==> src/rtl/psum_accumulator.sv <==
// rtl/psum_accumulator.sv - accumulates groups of (len+1) unsigned products into one partial sum
// Sum is held registered under backpressure; a new group may start in the same cycle the sum leaves.
module psum_accumulator #(
  parameter int P_WIDTH   = 16,
  parameter int ACC_WIDTH = 24,
  parameter int LEN_WIDTH = 4
) (
  input  logic                 clk,
  input  logic                 rst,
  input  logic                 clear,
  input  logic [LEN_WIDTH-1:0] len,
  input  logic                 prod_valid,
  input  logic [P_WIDTH-1:0]   prod,
  output logic                 prod_ready,
  output logic                 sum_valid,
  output logic [ACC_WIDTH-1:0] sum,
  output logic                 sum_ovf,
  input  logic                 sum_ready
);

  typedef enum logic [1:0] {IDLE, ACCUM, HOLD} state_e;

  state_e               state_q, state_d;
  logic [ACC_WIDTH-1:0] acc_q, acc_d;
  logic                 ovf_q, ovf_d;
  logic [LEN_WIDTH-1:0] rem_q, rem_d;

  logic                 prod_fire;
  logic                 sum_fire;
  logic [ACC_WIDTH:0]   prod_ext;
  logic [ACC_WIDTH:0]   acc_sum;

  assign sum_valid  = (state_q == HOLD);
  assign sum        = acc_q;
  assign sum_ovf    = ovf_q;
  // In HOLD a product may only enter if the held sum leaves this cycle.
  assign prod_ready = ~rst & ((state_q != HOLD) | sum_ready);
  assign prod_fire  = prod_valid & prod_ready;
  assign sum_fire   = sum_valid & sum_ready;
  assign prod_ext   = (ACC_WIDTH + 1)'(prod);
  assign acc_sum    = {1'b0, acc_q} + prod_ext;

  always_comb begin
    state_d = state_q;
    acc_d   = acc_q;
    ovf_d   = ovf_q;
    rem_d   = rem_q;
    case (state_q)
      IDLE, HOLD: begin
        if (state_q == HOLD && sum_fire && !prod_fire) begin
          state_d = IDLE;
        end else if (prod_fire) begin
          acc_d   = prod_ext[ACC_WIDTH-1:0];
          ovf_d   = 1'b0;
          rem_d   = len;
          state_d = (len == '0) ? HOLD : ACCUM;
        end
      end
      ACCUM: begin
        if (prod_fire) begin
          acc_d = acc_sum[ACC_WIDTH-1:0];
          ovf_d = ovf_q | acc_sum[ACC_WIDTH];
          rem_d = rem_q - LEN_WIDTH'(1);
          if (rem_q == LEN_WIDTH'(1)) state_d = HOLD;
        end
      end
      default: state_d = IDLE;
    endcase
    if (clear) begin
      state_d = IDLE;
      acc_d   = '0;
      ovf_d   = 1'b0;
      rem_d   = '0;
    end
  end

  always_ff @(posedge clk or posedge rst) begin
    if (rst) begin
      state_q <= IDLE;
      acc_q   <= '0;
      ovf_q   <= 1'b0;
      rem_q   <= '0;
    end else begin
      state_q <= state_d;
      acc_q   <= acc_d;
      ovf_q   <= ovf_d;
      rem_q   <= rem_d;
    end
  end

endmodule

==> config.mk <==
export PLATFORM = sky130hd
export DESIGN_NAME = psum_accumulator
export DESIGN_NICKNAME = d
export VERILOG_FILES = /design/src/rtl/psum_accumulator.sv
export SDC_FILE = /design/constraint.sdc
export NUM_CORES = 1
export LEC_CHECK = 0
export ABC_AREA = 1
export BUFFER_PORTS_ARGS = -buffer_cell sky130_fd_sc_hd__buf_2
export CAP_MARGIN = 10
export CORE_ASPECT_RATIO = 0.6
export CORE_UTILIZATION = 52
export DETAILED_ROUTE_END_ITERATION = 10
export GPL_TIMING_DRIVEN = 0
export PLACE_DENSITY = 0.75
export SYNTH_ARGS = -nofsm -noshare
export SYNTH_HDL_FRONTEND = slang
export SYNTH_SLANG_ARGS = --single-unit
==> constraint.sdc <==
create_clock -name clk -period 3 [get_ports clk]
set_clock_uncertainty 0.2 [all_clocks]
set_input_delay 0.9 -clock clk [delete_from_list [all_inputs] [get_ports clk]]
set_output_delay 0.9 -clock clk [all_outputs]
set_load 0.02 [all_outputs]
==> summary.txt, run 1 <==
Run status
  • Outcome: finished, final reports clean

Logic synthesis
  • Mapped Nets: approximately 500
  • FF+latch count, synth: 31
  • Unique masters post-synth: 36
  • Dominant cells by area after synthesis: dfrtp_1 28%, nand2_1 20%, ha_1 8.0%, inv_1 8.0%, nor2_1 7.9%
  • Cell Area, Synth: ~0.0028 mm2
  • Ys Warns: 0
  • Synth top area share: 0.275
  • Synth Instances: ~450
  • Dominant cell type by area after synthesis: dfrtp_1
  • Sequential fraction of the synthesis area: 0.275
  • Mean Syn Cell Area: around 6.3 um2

Clocking
  • Worst-path clk slew: approximately 0.07 ns
  • CTS max path bufs: 2
  • Clock Latency Late Sink: just under 0.3 ns
  • CTS root buffer: clkbuf_8
  • CTS tree: yes
  • CTS Buf Count: 5
  • Hold_buf cts: 0
  • Num Clock Sinks: 31
  • H-tree lvl count: 2

GRT
  • Initial antenna violation count: 0
  • Global-route wire length before repair: between 10000 and 15000 um
  • Tot GR Track Use: 0.283
  • Grt total ovfl: 0
  • Largest net degree at the start of global routing: 18
  • Vias in the first global route: 2730

Routing
  • Vias per Instance: 5.30
  • DR WL/cell: ~13 um
  • First-pass DRT Iterations: 4
  • 1st-iter DRT viols: ~160
  • Final ANT Viol Nets: 0
  • Drt drc: 0
  • Final wirelength: about 7700 um
  • Vias: between 3000 and 4000

Power and ir drop
  • Leak pwr: 1.87 nW
  • PwrDens: 883 mW/mm2
  • Peak VDD IR: around 460 uV

Worst setup path
  • CP startpoint kind: primary input
  • CP Class: in2reg
  • Critical path endpoint category: flip-flop
  • Worst EP required: roughly 3.0 ns
  • Critical path arrival: around 2.8 ns
  • Worst-path maximum fanout: 3

Cells and area
  • Antenna Cells: 0
  • Nets: around 560
  • Final core utilization: 0.641
  • Share of cells above drive strength 1: 0.162
  • Most frequent cells in the layout: 150 x nand2_1, 59 x inv_1, 59 x nor2_1
  • Fin area: 0.00329 mm2
  • Most common cell after layout, fill and taps aside: nand2_1
  • Post-Layout Cell Count: around 580
  • Area grow syn2layout: 16.7%

Floorplanning
  • Core area: between 0.005 and 0.006 mm2
  • Num rows: 20
  • IO Count: 52
  • Die width: roughly 97 um
  • Effective utilization at floorplan: 0.550
  • Die area: approximately 0.0057 mm2
  • Die height: approximately 60 um

Timing
  • Final Hold Viols: 0
  • Hold Slack: between 0.2 and 0.3 ns
  • Fin crit share: 0.924
  • RSZ-0062 raised after global routing: no
  • Fin. max-slew vios: 0
  • Peak Freq: between 300 and 400 MHz
  • Endpoints failing setup: 0
  • Worst Tran Pin Value: 0.579 ns
  • Relative slew slack: 0.614
  • Fin crit period: between 2 and 3 ns

Min path
  • Worst min path class: in2async

Flow run
  • Max-cap violations: 0

Placed design
  • # placed instances: ~570
  • # port buffers: slightly above 50
  • Gpl congestion: ~0.92
  • Post-DP HPWL: roughly 6200 um
  • Placed Area: ~0.0032 mm2
==> registers in the layout, summed over array words and instances, names as in the netlist <==
register and count:
state_q 2, sum 24, sum_ovf 1, rem_q 4
==> worst paths after layout <==
path / startpoint / to / slack, ns / cells after the start
worst max-delay path: prod[0] / sum[14]$_DFFE_PP0P_ / 0.23 / 12
worst min-delay path: rst / sum[20]$_DFFE_PP0P_ / 0.30 / 2
worst max register to register: sum[0]$_DFFE_PP0P_ / sum[14]$_DFFE_PP0P_ / 0.55 / 11
worst min register to register: sum[11]$_DFFE_PP0P_ / sum[11]$_DFFE_PP0P_ / 0.31 / 2
max in group asynchronous: rst / sum[8]$_DFFE_PP0P_ / 1.89 / 4
min in group clk: sum[11]$_DFFE_PP0P_ / sum[11]$_DFFE_PP0P_ / 0.31 / 2
==> report_power, final <==
part / leakage (nW) / internal (W) / switching, W
Sequential: 0.411 / 0.000558 / 0.000129
Clock: 0.0470 / 0.000180 / 0.000166
Combinational: 1.41 / 0.000626 / 0.00125
Total: 1.87 / 0.00136 / 0.00154
==> metal layers <==
| layer | track usage | up-vias | wire length [um] |
|---|---|---|---|
| met4 | 0.0768 | 0 | 93 |
| met3 | 0.0531 | 12 | 503 |
| li1 | - | 1562 | - |
| met2 | 0.427 | 100 | 3120 |
| met5 | 0 | - | 0 |
| met1 | 0.418 | 1391 | 4000 |
==> layout make-up <==
cell class / instances / area [um2]
fillers: 491 / 1840
multi-input cells: 350 / 1760
flip-flops and latches: 31 / 776
repair buffers: 54 / 298
inverters: 63 / 240
clock buffers: 6 / 82.6
well taps: 66 / 82.6
plain buffers: 7 / 50.0
clock inverters: 1 / 5.00
==> worst max-delay path: stages <==
cell	delay (ns)
buf_2	0.10
ha_1	0.19
inv_1	0.07
fa_1	0.43
nor2_1	0.13
nor2_1	0.09
o21ai_1	0.29
nand3_1	0.21
nand3_1	0.11
nand3_1	0.08
nand2_1	0.10
nand2_1	0.05
==> repair_timing <==
action,4_1_cts,5_1_grt
gates resized for setup,1,1
setup endpoints to repair,1,2
buffers inserted,0,2
pin swaps,0,0
==> synth_stat cells <==
cell / instances
a21o_1: 2
o21ai_2: 2
and2_1: 1
nor2_2: 2
nor2_4: 1
xor2_2: 1
nor2_1: 59
clkbuf_1: 2
o221ai_1: 1
o21bai_1: 1
o21ai_0: 22
and3_1: 1
ha_1: 18
dfrtp_1: 31
inv_2: 3
a32oi_1: 1
inv_1: 60
nand3_2: 2
nand2_2: 3
a22oi_1: 1
nand2_1: 150
o22ai_1: 5
nand3_1: 35
or2_2: 1
buf_2: 1
nand4_1: 8
a21oi_1: 17
o211ai_1: 3
xor2_1: 4
nand3b_1: 2
buf_6: 2
nor3_1: 4
nand2_4: 1
xnor2_1: 1
buf_4: 2
fa_1: 1
==> metrics by stage <==
step                TNS, ns  total power (W)  setup WS [ns]
floorplan                 0          0.00203         0.0272
global placement      -9.11          0.00248         -0.485
detailed placement   -0.224          0.00252         -0.132
CTS                       0          0.00288         0.0830
global route              0          0.00316         0.0880
finish                    0          0.00291          0.229
==> kinds of logic after synthesis <==
group,Yosys count,share of synthesized area
AO/OA/AOI/OAI,55,0.111
XOR/XNOR,6,0.0213
adder cells (fa/ha/maj),19,0.0870
buffers and inverters,70,0.102
flip-flops,31,0.275
AND/OR/NAND/NOR,270,0.403
Power figures use the tool's default switching activity.
==> inputs of run 2 (changes only) <==
Settings changed: CORE_UTILIZATION 52 to 35, PLACE_DENSITY 0.75 to not set.
==> run 2 against run 1 <==
Sequential power barely moved. Count of clock-buffer cells in the layout stayed put. Clock power increased by 78%. First-iteration DRC count is 11% higher. Die area up 47%. Flip-flop and latch count stayed put. Global-route usage shrank 7.5 points. Highest routed layer unchanged.
==> summary.txt, run 2 (synthesized netlist as in run 1, its figures left out) <==
Run status
  • Outcome: finished, final reports clean

Worst setup path
  • Critical path endpoint category: flip-flop
  • R2R Setup Slk: 0.49 ns (-0.06 ns)
  • R2r worst-path depth: 11 (unchanged)
  • CP startpoint kind: primary input
  • Worst EP required: 2.98 ns (about the same)
  • Worst-path maximum fanout: 3 (unchanged)
  • CP Class: in2reg
  • Critical path arrival: 2.82 ns (+0.07 ns)
  • Reg-to-reg startpoint: sum[0]$_DFFE_PP0P_
  • RR Endpoint: sum[14]$_DFFE_PP0P_

Floorplanning
  • Num rows: 24 (+20%)
  • IO Count: 52 (unchanged)
  • Die width: 118 um (+21%)
  • Core area: 0.00754 mm2 (+47%)
  • Die height: 71.5 um (+21%)
  • Die area: 0.00843 mm2 (+47%)
  • Effective utilization at floorplan: 0.374 (-0.176)

Power and ir drop
  • Peak VDD IR: 379 uV (-17%)
  • Leak pwr: 1.89 nW (+1.2%)
  • PwrDens: 938 mW/mm2 (+6.2%)
  • Total power: 0.00317 W (+9.1%)

Cells and area
  • Antenna Cells: 0 (unchanged)
  • Share of cells above drive strength 1: 0.159 (-0.00329)
  • Nets: 553 (-0.54%)
  • Area grow syn2layout: 19.9%
  • Fin area: 0.00338 mm2 (+2.7%)
  • Most common cell after layout, fill and taps aside: nand2_1
  • Max reg flops: 24 (unchanged)
  • Most frequent cells in the layout: 150 x nand2_1, 59 x inv_1, 59 x nor2_1

Min path
  • Hold Path Depth: 2
  • Worst min path class: reg2reg
  • Worst Hold Launch: sum[13]$_DFFE_PP0P_
  • Hold EP: sum[13]$_DFFE_PP0P_

Clocking
  • CTS tree: yes
  • Post-CTS Setup Inserts: 0 (unchanged)
  • Clock Latency Late Sink: 0.29 ns (about the same)
  • PostCTS Resize Cnt: 1 (unchanged)
  • CTS Buf Count: 5 (unchanged)
  • Worst-path clk slew: 0.05 ns (-0.02 ns)
  • H-tree lvl count: 2 (unchanged)
  • Hold_buf cts: 0 (unchanged)
  • CTS max path bufs: 2 (unchanged)
  • Num Clock Sinks: 31 (unchanged)
  • CTS root buffer: clkbuf_16

Routing
  • DR WL/cell: 13.3 um (-0.17%)
  • First-pass DRT Iterations: 6 (+2)
  • Vias: 3028 (-1.2%)
  • Final ANT Viol Nets: 0 (unchanged)
  • Drt drc: 0 (unchanged)
  • Vias per Instance: 4.93 (-7.0%)
  • 1st-iter DRT viols: 179 (+11%)
  • Final wirelength: 8180 um (+6.1%)

Timing
  • Fin. max-slew vios: 0 (unchanged)
  • Relative slew slack: 0.639 (+0.0246)
  • Worst Tran Pin Value: 0.542 ns (-0.0368 ns)
  • Fin crit period: 2.84 ns (+0.0735 ns)
  • Endpoints failing setup: 0 (unchanged)
  • Peak Freq: 352 MHz (-2.6%)
  • RSZ-0062 raised after global routing: no
  • Fin crit share: 0.948 (+0.0245)
  • Final Hold Viols: 0 (unchanged)
  • Fin Setup TNS: 0 ns (unchanged)

GRT
  • Global-route wire length before repair: 13700 um (+8.1%)
  • Tot GR Track Use: 0.208 (-0.0746)
  • Largest net degree at the start of global routing: 34 (+16)
  • Vias in the first global route: 2817 (+3.2%)
  • Initial antenna violation count: 0 (unchanged)
  • Grt total ovfl: 0 (unchanged)

Placed design
  • # port buffers: 51 (unchanged)
  • Post-DP HPWL: 6620 um (+7.4%)
  • Gpl congestion: 0.911 (-1.4%)
  • Placed Area: 0.00320 mm2 (+0.63%)

Flow run
  • Max-cap violations: 0 (unchanged)
==> run 2: cell count changes in the layout (fill, tap and decap cells not counted), sizes merged <==
cell | before | now
buf | 59 | 56
bufinv | 0 | 1
clkinvlp | 1 | 0
inv | 62 | 63
==> run 2: through the flow <==
| stage | util | std cells | setup slack [ns] | hold slack [ns] |
|---|---|---|---|---|
| final | 0.449 | 614 | 0.155 | 0.308 |
| after detailed placement | 0.425 | 606 | -0.0851 | 0.297 |
| after global placement | 0.425 | 606 | -0.548 | 0.291 |
| after global routing | 0.449 | 614 | 0.00586 | 0.329 |
| after floorplan | - | 451 | 0.0272 | 0.294 |
| after CTS | 0.449 | 614 | 0.179 | 0.312 |
==> run 2: cell type report <==
cell class                 count  area [um2]
sequential                    31         776
timing repair buffer          51         255
buffer                         7        50.0
clock inverter                 2        35.0
inverter                      63         239
tap                          104         130
multi-input combinational    350        1760
clock buffer                   6         139
fill                         817        4160
==> run 2: worst max-delay path: stages <==
cell	delay [ns]
buf_2	0.09
ha_1	0.21
inv_1	0.08
fa_1	0.42
nor2_1	0.12
nor2_1	0.08
o21ai_0	0.33
nand3_1	0.24
nand3_1	0.13
nand3_1	0.08
nand2_1	0.08
nand2_1	0.05
==> run 2: metal layers <==
layer,vias up,wire (um),track usage
li1,1556,-,-
met1,1403,4610,0.324
met2,61,3100,0.288
met3,8,402,0.0430
met4,0,71,0.0513
met5,-,0,0
==> run 2: worst max path at each step <==
stage	start	slack, ns	end
final	prod[0]	0.16	sum[14]$_DFFE_PP0P_
after global routing	prod[0]	0.006	sum[14]$_DFFE_PP0P_
after CTS	rst	0.18	prod_ready
after detailed placement	prod[0]	-0.09	sum[14]$_DFFE_PP0P_
after global placement	rst	-0.55	prod_ready
after floorplan	rst	0.03	prod_ready
==> run 2: power by group <==
| group | leakage (nW) | internal [W] | total (W) | switching, W |
|---|---|---|---|---|
| sequential | 0.411 | 0.000559 | 0.000684 | 0.000125 |
| combinational | 1.39 | 0.000619 | 0.00187 | 0.00125 |
| clock | 0.0868 | 0.000413 | 0.000616 | 0.000203 |
